**config.mk**
```make
export PLATFORM = sky130hd
export DESIGN_NAME = i2c_txn_scheduler
export DESIGN_NICKNAME = d
export VERILOG_FILES = /design/src/rtl/i2c_txn_scheduler.sv
export SDC_FILE = /design/constraint.sdc
export NUM_CORES = 1
export LEC_CHECK = 0
export ABC_CLOCK_PERIOD_IN_PS = 1800
export CORE_MARGIN = 2
export CORE_UTILIZATION = 50
export DETAILED_ROUTE_END_ITERATION = 12
export DONT_BUFFER_PORTS = 1
export PLACE_DENSITY = 0.71
export SYNTH_ARGS = -nofsm -noshare
export SYNTH_HDL_FRONTEND = slang
export SYNTH_SLANG_ARGS = --single-unit
export TNS_END_PERCENT = 50
```
**constraint.sdc**
```tcl
create_clock -name aclk -period 1.8 [get_ports aclk]
set_input_delay 0.36 -clock aclk [delete_from_list [all_inputs] [get_ports aclk]]
set_output_delay 0.36 -clock aclk [all_outputs]
set_load 0.01 [all_outputs]
```
**src/rtl/i2c_txn_scheduler.sv**
```systemverilog
// i2c_txn_scheduler
//   Buffers one write and one read request from the AXI slave side and
//   schedules them, one at a time, onto a simple I2C master handshake.
//   Contended grants alternate between write and read.
//
// Ports
//   aclk, areset              clock, synchronous active-high reset
//   wr_req / wr_addr_data     write request and payload, wr_req_ready = slot free
//   rd_req / rd_addr          read request and address, rd_req_ready = slot free
//   wr_done / wr_err          one-cycle write completion, error qualified by it
//   rd_data_valid / rd_data / rd_err   one-cycle read completion with result
//   pending_wr / pending_rd   slot occupied (held or in flight)
//   i2c_start / i2c_rw / i2c_addr_data  launch to the I2C master
//   i2c_done / i2c_nack / i2c_rdata     completion from the I2C master
module i2c_txn_scheduler #(
    parameter int ADDR_DATA_W = 40,
    parameter int RDATA_W     = 32,
    parameter int TIMEOUT_CYC = 1024
) (
    input  logic                   aclk,
    input  logic                   areset,
    input  logic                   wr_req,
    input  logic [ADDR_DATA_W-1:0] wr_addr_data,
    output logic                   wr_req_ready,
    input  logic                   rd_req,
    input  logic [ADDR_DATA_W-1:0] rd_addr,
    output logic                   rd_req_ready,
    output logic                   wr_done,
    output logic                   wr_err,
    output logic                   rd_data_valid,
    output logic [RDATA_W-1:0]     rd_data,
    output logic                   rd_err,
    output logic                   pending_wr,
    output logic                   pending_rd,
    output logic                   i2c_start,
    output logic                   i2c_rw,
    output logic [ADDR_DATA_W-1:0] i2c_addr_data,
    input  logic                   i2c_done,
    input  logic                   i2c_nack,
    input  logic [RDATA_W-1:0]     i2c_rdata
);

    localparam int CNT_W = (TIMEOUT_CYC > 1) ? $clog2(TIMEOUT_CYC) : 1;
    localparam logic [CNT_W-1:0] CNT_LAST = CNT_W'(TIMEOUT_CYC - 1);

    typedef enum logic [1:0] {IDLE, ISSUE, WAIT_DONE, RESP} state_t;

    state_t                 state, state_nxt;
    logic [ADDR_DATA_W-1:0] wr_hold, rd_hold;
    logic                   last_grant_rd;  // 1 = last grant went to the read
    logic                   grant_rd;
    logic [CNT_W-1:0]       cnt;
    logic                   err_q;
    logic [RDATA_W-1:0]     rd_data_q;
    logic                   rw_q;
    logic [ADDR_DATA_W-1:0] addr_data_q;

    assign wr_req_ready  = ~pending_wr;
    assign rd_req_ready  = ~pending_rd;
    assign i2c_rw        = rw_q;
    assign i2c_addr_data = addr_data_q;
    assign rd_data       = rd_data_q;
    assign wr_err        = wr_done & err_q;
    assign rd_err        = rd_data_valid & err_q;

    // Round-robin only matters under contention; a lone request always wins.
    assign grant_rd = (pending_wr && pending_rd) ? ~last_grant_rd : pending_rd;

    always_ff @(posedge aclk) begin
        if (areset) state <= IDLE;
        else        state <= state_nxt;
    end

    always_comb begin
        state_nxt     = state;
        i2c_start     = 1'b0;
        wr_done       = 1'b0;
        rd_data_valid = 1'b0;
        case (state)
            IDLE:      if (pending_wr || pending_rd) state_nxt = ISSUE;
            ISSUE: begin
                i2c_start = 1'b1;
                state_nxt = WAIT_DONE;
            end
            WAIT_DONE: if (i2c_done || cnt == CNT_LAST) state_nxt = RESP;
            RESP: begin
                wr_done       = ~rw_q;
                rd_data_valid = rw_q;
                state_nxt     = IDLE;
            end
            default:   state_nxt = IDLE;
        endcase
    end

    always_ff @(posedge aclk) begin
        if (areset) begin
            pending_wr    <= 1'b0;
            pending_rd    <= 1'b0;
            wr_hold       <= '0;
            rd_hold       <= '0;
            last_grant_rd <= 1'b1;
            cnt           <= '0;
            err_q         <= 1'b0;
            rd_data_q     <= '0;
            rw_q          <= 1'b0;
            addr_data_q   <= '0;
        end else begin
            if (wr_req && !pending_wr) begin
                pending_wr <= 1'b1;
                wr_hold    <= wr_addr_data;
            end
            if (rd_req && !pending_rd) begin
                pending_rd <= 1'b1;
                rd_hold    <= rd_addr;
            end
            case (state)
                IDLE: begin
                    // Latch the grant here so rw/payload are stable from ISSUE on.
                    if (pending_wr || pending_rd) begin
                        rw_q        <= grant_rd;
                        addr_data_q <= grant_rd ? rd_hold : wr_hold;
                    end
                end
                ISSUE: begin
                    cnt   <= '0;
                    err_q <= 1'b0;
                end
                WAIT_DONE: begin
                    if (i2c_done) begin
                        err_q <= i2c_nack;
                        if (rw_q) rd_data_q <= i2c_rdata;
                    end else if (cnt == CNT_LAST) begin
                        err_q <= 1'b1;
                        if (rw_q) rd_data_q <= '0;
                    end else begin
                        // Leaving on CNT_LAST, so the counter never wraps here.
                        cnt <= cnt + 1'b1;
                    end
                end
                RESP: begin
                    if (rw_q) pending_rd <= 1'b0;
                    else      pending_wr <= 1'b0;
                    last_grant_rd <= rw_q;
                end
                default: ;
            endcase
        end
    end

endmodule

```
# Yosys cells after proc, flatten, opt, wreduce, memory -nomap -nowiden
# Index checks and enable logic that the tools add are counted.
[classes]
n_addsub = 1
eq_ne = 9
mux = 24
bitwise = 6
n_reduce_logical = 15
[ops]
columns = ["operator", "n"]
rows = [
  ["two-way mux 32 bit", 4],
  ["two-way mux 40 bit", 1],
  ["two-way mux 10 bit", 2],
  ["one-hot mux 10 bit (2 select lines)", 1],
  ["two-way mux 1 bit", 12],
  ["adder 10 x 1 -> 10 bit, second input constant", 1],
  ["== test 10 bit, second input constant", 1],
  ["inequality test 2 bit, second input constant", 4],
  ["one-hot mux 2 bit (4 select lines)", 1],
  ["AND reduction 2 bit", 3],
  ["AND reduction 3 bit", 2],
  ["== test 2 bit, second input constant", 2],
  ["two-way mux 2 bit", 2],
  ["NOT 1 bit", 4],
  ["nonzero test 2 bit", 2],
  ["logical AND 1 bit", 3],
  ["inequality test 3 bit, second input constant", 1],
  ["AND 1 bit", 2],
  ["== test 2 x 1 -> 1 bit, second input constant", 1],
  ["zero test 1 bit", 2],
  ["zero test 2 bit", 1],
  ["logical OR 1 bit", 2],
  ["one-hot mux 1 bit (2 select lines)", 1],
]
[word_totals]
ff_bits = 169
in_bits = 118
output_inout_bits = 82
elab_cells = 66

# Depth between registers and ports, before layout
# Gate-level depths: netlist of the first run.
[logic_depth]
word_depth = 5
mapped_depth = 7
depth_no_buf = 6

# Worst setup path before layout of the first run
# No wires, ideal clock.
[synth_timing]
path_kind = "register to register"
startpoint = "reg cnt[0]"
endpoint = "reg cnt[5]"
setup_time_ns = 0.070
arrival_time_ns = 1.559
t_required_ns = 1.730
slack_ns = 0.172
stages_incl_launch_ff = 7
n_path_buf = 1
synth_period_minus_slack_ns = 1.628
cell_sequence = "dfxtp_1 > ha_1 > and4_4 > a31o_1 > buf_6 > or3_1 > a21oi_1"
[synth_via]
elab_chain_len = 4
word_cells_on_any_way = 7
classes_between = "add/sub (1); eq/ne (2); mux (3); reduce/logical (1)"
[synth_lines]
columns = ["item", "line_no", "text"]
rows = [
  ["start, declared", "52", "logic [CNT_W-1:0] cnt;"],
  ["start signal, assigned", "137", "cnt <= cnt + 1'b1;"],
  ["adder 10 x 1 -> 10 bit", "137", ""],
  ["two-way mux 10 bit", "132", "end else if (cnt == CNT_LAST) begin"],
  ["two-way mux 10 bit", "129", "if (i2c_done) begin"],
  ["one-hot mux 10 bit (2 select lines)", "116", "case (state)"],
]
# Parallel ways exist; a longest one is shown, timed or not. The select of a mux whose other input is x is not followed.
# A chain may end at the register's enable or synchronous reset.

# Final worst setup path of the first run
[layout_timing]
startpoint = "reg cnt[1]"
endpoint = "reg cnt[7]"
# The elaborated chain is that of the path after synthesis.

==> results of run 1 <==
-- power by group through the flow --
stage / Combinational, W / Sequential [W] / Clock [W]
6_report: 0.00170 / 0.00476 / 0.00387
5_1_grt: 0.00193 / 0.00482 / 0.00409
4_1_cts: 0.00171 / 0.00475 / 0.00393
3_5_place_dp: 0.00171 / 0.00484 / 0
3_3_place_gp: 0.00166 / 0.00482 / 0
2_1_floorplan: 0.00132 / 0.00471 / 0
-- cells in the mapped netlist, types with 8 or more instances --
| library cell | n |
|---|---|
| nand2_1 | 198 |
| dfxtp_1 | 169 |
| a21oi_1 | 116 |
| nor2_1 | 48 |
| clkbuf_1 | 45 |
| mux2i_1 | 42 |
| a211oi_1 | 41 |
| o21ai_0 | 35 |
| inv_1 | 8 |
| nand3_1 | 8 |
-- per-stage QoR --
stage / util / std cells / setup WS, ns / total power, W / hold slack, ns
2_1_floorplan: - / 777 / 0.172 / 0.00603 / 0.436
3_3_place_gp: 0.531 / 909 / 0.103 / 0.00648 / 0.437
3_5_place_dp: 0.531 / 909 / 0.0758 / 0.00655 / 0.439
4_1_cts: 0.582 / 941 / 0.0225 / 0.0104 / 0.00655
5_1_grt: 0.583 / 941 / 0.0127 / 0.0108 / 0.0248
6_report: 0.583 / 941 / 0.0984 / 0.0103 / 0.0319
-- timing repair --
action                     4_1_cts  5_1_grt
buffers inserted                 0        0
gates resized for setup          1        6
hold buffers                     0        0
setup endpoints to repair        1        7
-- critical path, cell delays in order, from the launching register on --
cell and delay [ns]:
dfxtp_1 0.35, ha_1 0.24, and4_4 0.23, a31o_4 0.27, or4_1 0.47, nand3_1 0.09
-- worst paths after layout --
path / startpoint / depth (start not counted) / endpoint / slack, ns
min reg2reg: rd_hold[5]$_SDFFE_PP0P_ / 2 / rd_hold[5]$_SDFFE_PP0P_ / 0.45
min: areset / 1 / wr_hold[7]$_SDFFE_PP0P_ / 0.03
max reg2reg: cnt[1]$_SDFFE_PP0P_ / 5 / cnt[7]$_SDFFE_PP0P_ / 0.1
max: cnt[1]$_SDFFE_PP0P_ / 5 / cnt[7]$_SDFFE_PP0P_ / 0.1
-- flip-flops by register name, summed over array words and instances (netlist names) --
signal,flops
i2c_rw,1
pending_wr,1
cnt,10
rd_hold,40
wr_hold,40
last_grant_rd,1
pending_rd,1
state,2
rd_data,32
i2c_addr_data,40
err_q,1
-- cells by family after synthesis --
family                     synth area share
and+or+nand+nor                       0.178
AOI/OAI and AO/OA                     0.185
DFF                                   0.520
buffers and inverters                0.0434
muxes                                0.0646
adders and majority gates           0.00961
-- routing by layer --
| metal | wire (um) | GRT usage | vias to the layer above |
|---|---|---|---|
| met5 | 0 | 0 | - |
| met4 | 242 | 0.0783 | 0 |
| met3 | 1450 | 0.0891 | 19 |
| met2 | 7440 | 0.365 | 175 |
| met1 | 6480 | 0.268 | 2424 |
| li1 | - | - | 2599 |
-- final cells by class --
class	count	area share
Clock buffer	18	0.0594
Clock inverter	14	0.0261
Inverter	8	0.00406
Multi-Input combinational cell	541	0.392
Sequential cell	169	0.458
Tap cell	172	0.0291
Timing Repair Buffer	19	0.0311
==> results_dict.tcl, run 1 <==
set metrics [dict create \
    comb_power_share 0.165 \
    hpwl_mm 10.3 \
    layout.area.seq_sq_mm 0.00339 \
    p_seq_frac 0.461 \
    grt_pass1_wl_mm 25.3 \
    rsz0062_at_grt "no" \
    ys_types 36 \
    cts.sinks 169 \
    hold_viol 0 \
    fmax_ghz 0.588 \
    ant_nets 0 \
    setup_tns_ns 0 \
    initial_core_util 0.514 \
    p_clk_frac 0.375 \
    drv_slew 0 \
    crit_type "flip-flop to flip-flop" \
    synth_fp_nets 900 \
    wirelength_mm 15.6 \
    synth_seq_cells 169 \
    design_area_sq_mm 0.00739 \
    drcViolationCount 0 \
    area_delta_synth_final_pct 13.5 \
    worstHoldPathType "primary input to flip-flop" \
    cts_buffer_depth 2 \
    cts_buffers 17 \
    drtPass1Iterations 5 \
    worstMarginPinSlew_ns 0.481 \
    synthFlopType "dfxtp_1" \
    gp_congestion 0.817 \
    drive_above_1_share 0.0819 \
    grt_usage 0.224 \
    yosysTopAreaCellShare 0.520 \
    htreeDepth 4 \
    power.net_switching_w 0.00302 \
    grt_overflow 0 \
    total_leakage_power_nw 2.66 \
    relSlewSlack 0.679 \
    antenna_found_initial 0 \
    drt-initial-drc-count 390 \
    vdd_drop_max_mv 0.715 \
    clock_latency_ns 0.42 \
    min_period_over_period 0.945 \
    multi_input_area_sq_mm 0.00290 \
    required_ns 2.16 \
    nets 879 \
    critPathMaxFanout 8 \
    num_rows 41 \
    num_vias 5217 \
    layout_commonest_cell "nand2_1" \
    yosysTopAreaCell "dfxtp_1" \
    dpl_cell_area_sq_mm 0.00673 \
    synth_edf_count 0 \
    yosysSeqAreaShare 0.520 \
    core_sq_mm 0.0127 \
    chipWidth_um 118 \
    fin_crit_ns 1.70 \
    status "complete, no violations" \
    cts_root_buf "clkbuf_16" \
    wl_per_cell_um 16.6 \
    numPortBuffers 0 \
    worst_clock_skew_ns 0.00792 \
    cts_tree "yes" \
    die_h_um 118 \
    syn-cell-area_sq_mm 0.00651 \
    grt_max_degree 169 \
    final_cell_mix "nand2_1, dfxtp_1, a21oi_1, nor2_1, mux2i_1" \
    yosys-top-cells-area "dfxtp_1, nand2_1, a21oi_1, mux2i_1, a211oi_1" \
    synth_cells 777 \
    startpoint_type "flip-flop" \
    swShare 0.292 \
    cap_violations 0 \
    synth_warnings 0 \
    power_density_mw_per_mm2 1400 \
    end_kind "flip-flop" \
    p_int_w 0.00731 \
    io_pins 200 \
    antenna_cells 0 \
    post_drt_via_cell_ratio 5.54 \
    fillCellCount 1151 \
    setup_viol 0 \
    clk_pin_slew_ns 0.07 \
    grt_pass1_vias 5077 \
    dieArea_sq_mm 0.0140 \
    cp.arrival_ns 2.06 \
    ys_async_sr_fraction 0 \
    syn_area_per_cell_sq_um 8.38 \
]
Power figures use the tool's default switching activity.
==> inputs of run 2 (changes only) <==
Settings changed: SLEW_MARGIN set to 0.
==> results of run 2 <==
The final DEF is identical to that of run 1; final timing and power are the same.
==> inputs of run 3 (changes only) <==
Settings changed: ABC_CLOCK_PERIOD_IN_PS 1800 to not set.
==> results of run 3 <==
The final DEF is identical to that of run 1; final timing and power are the same.
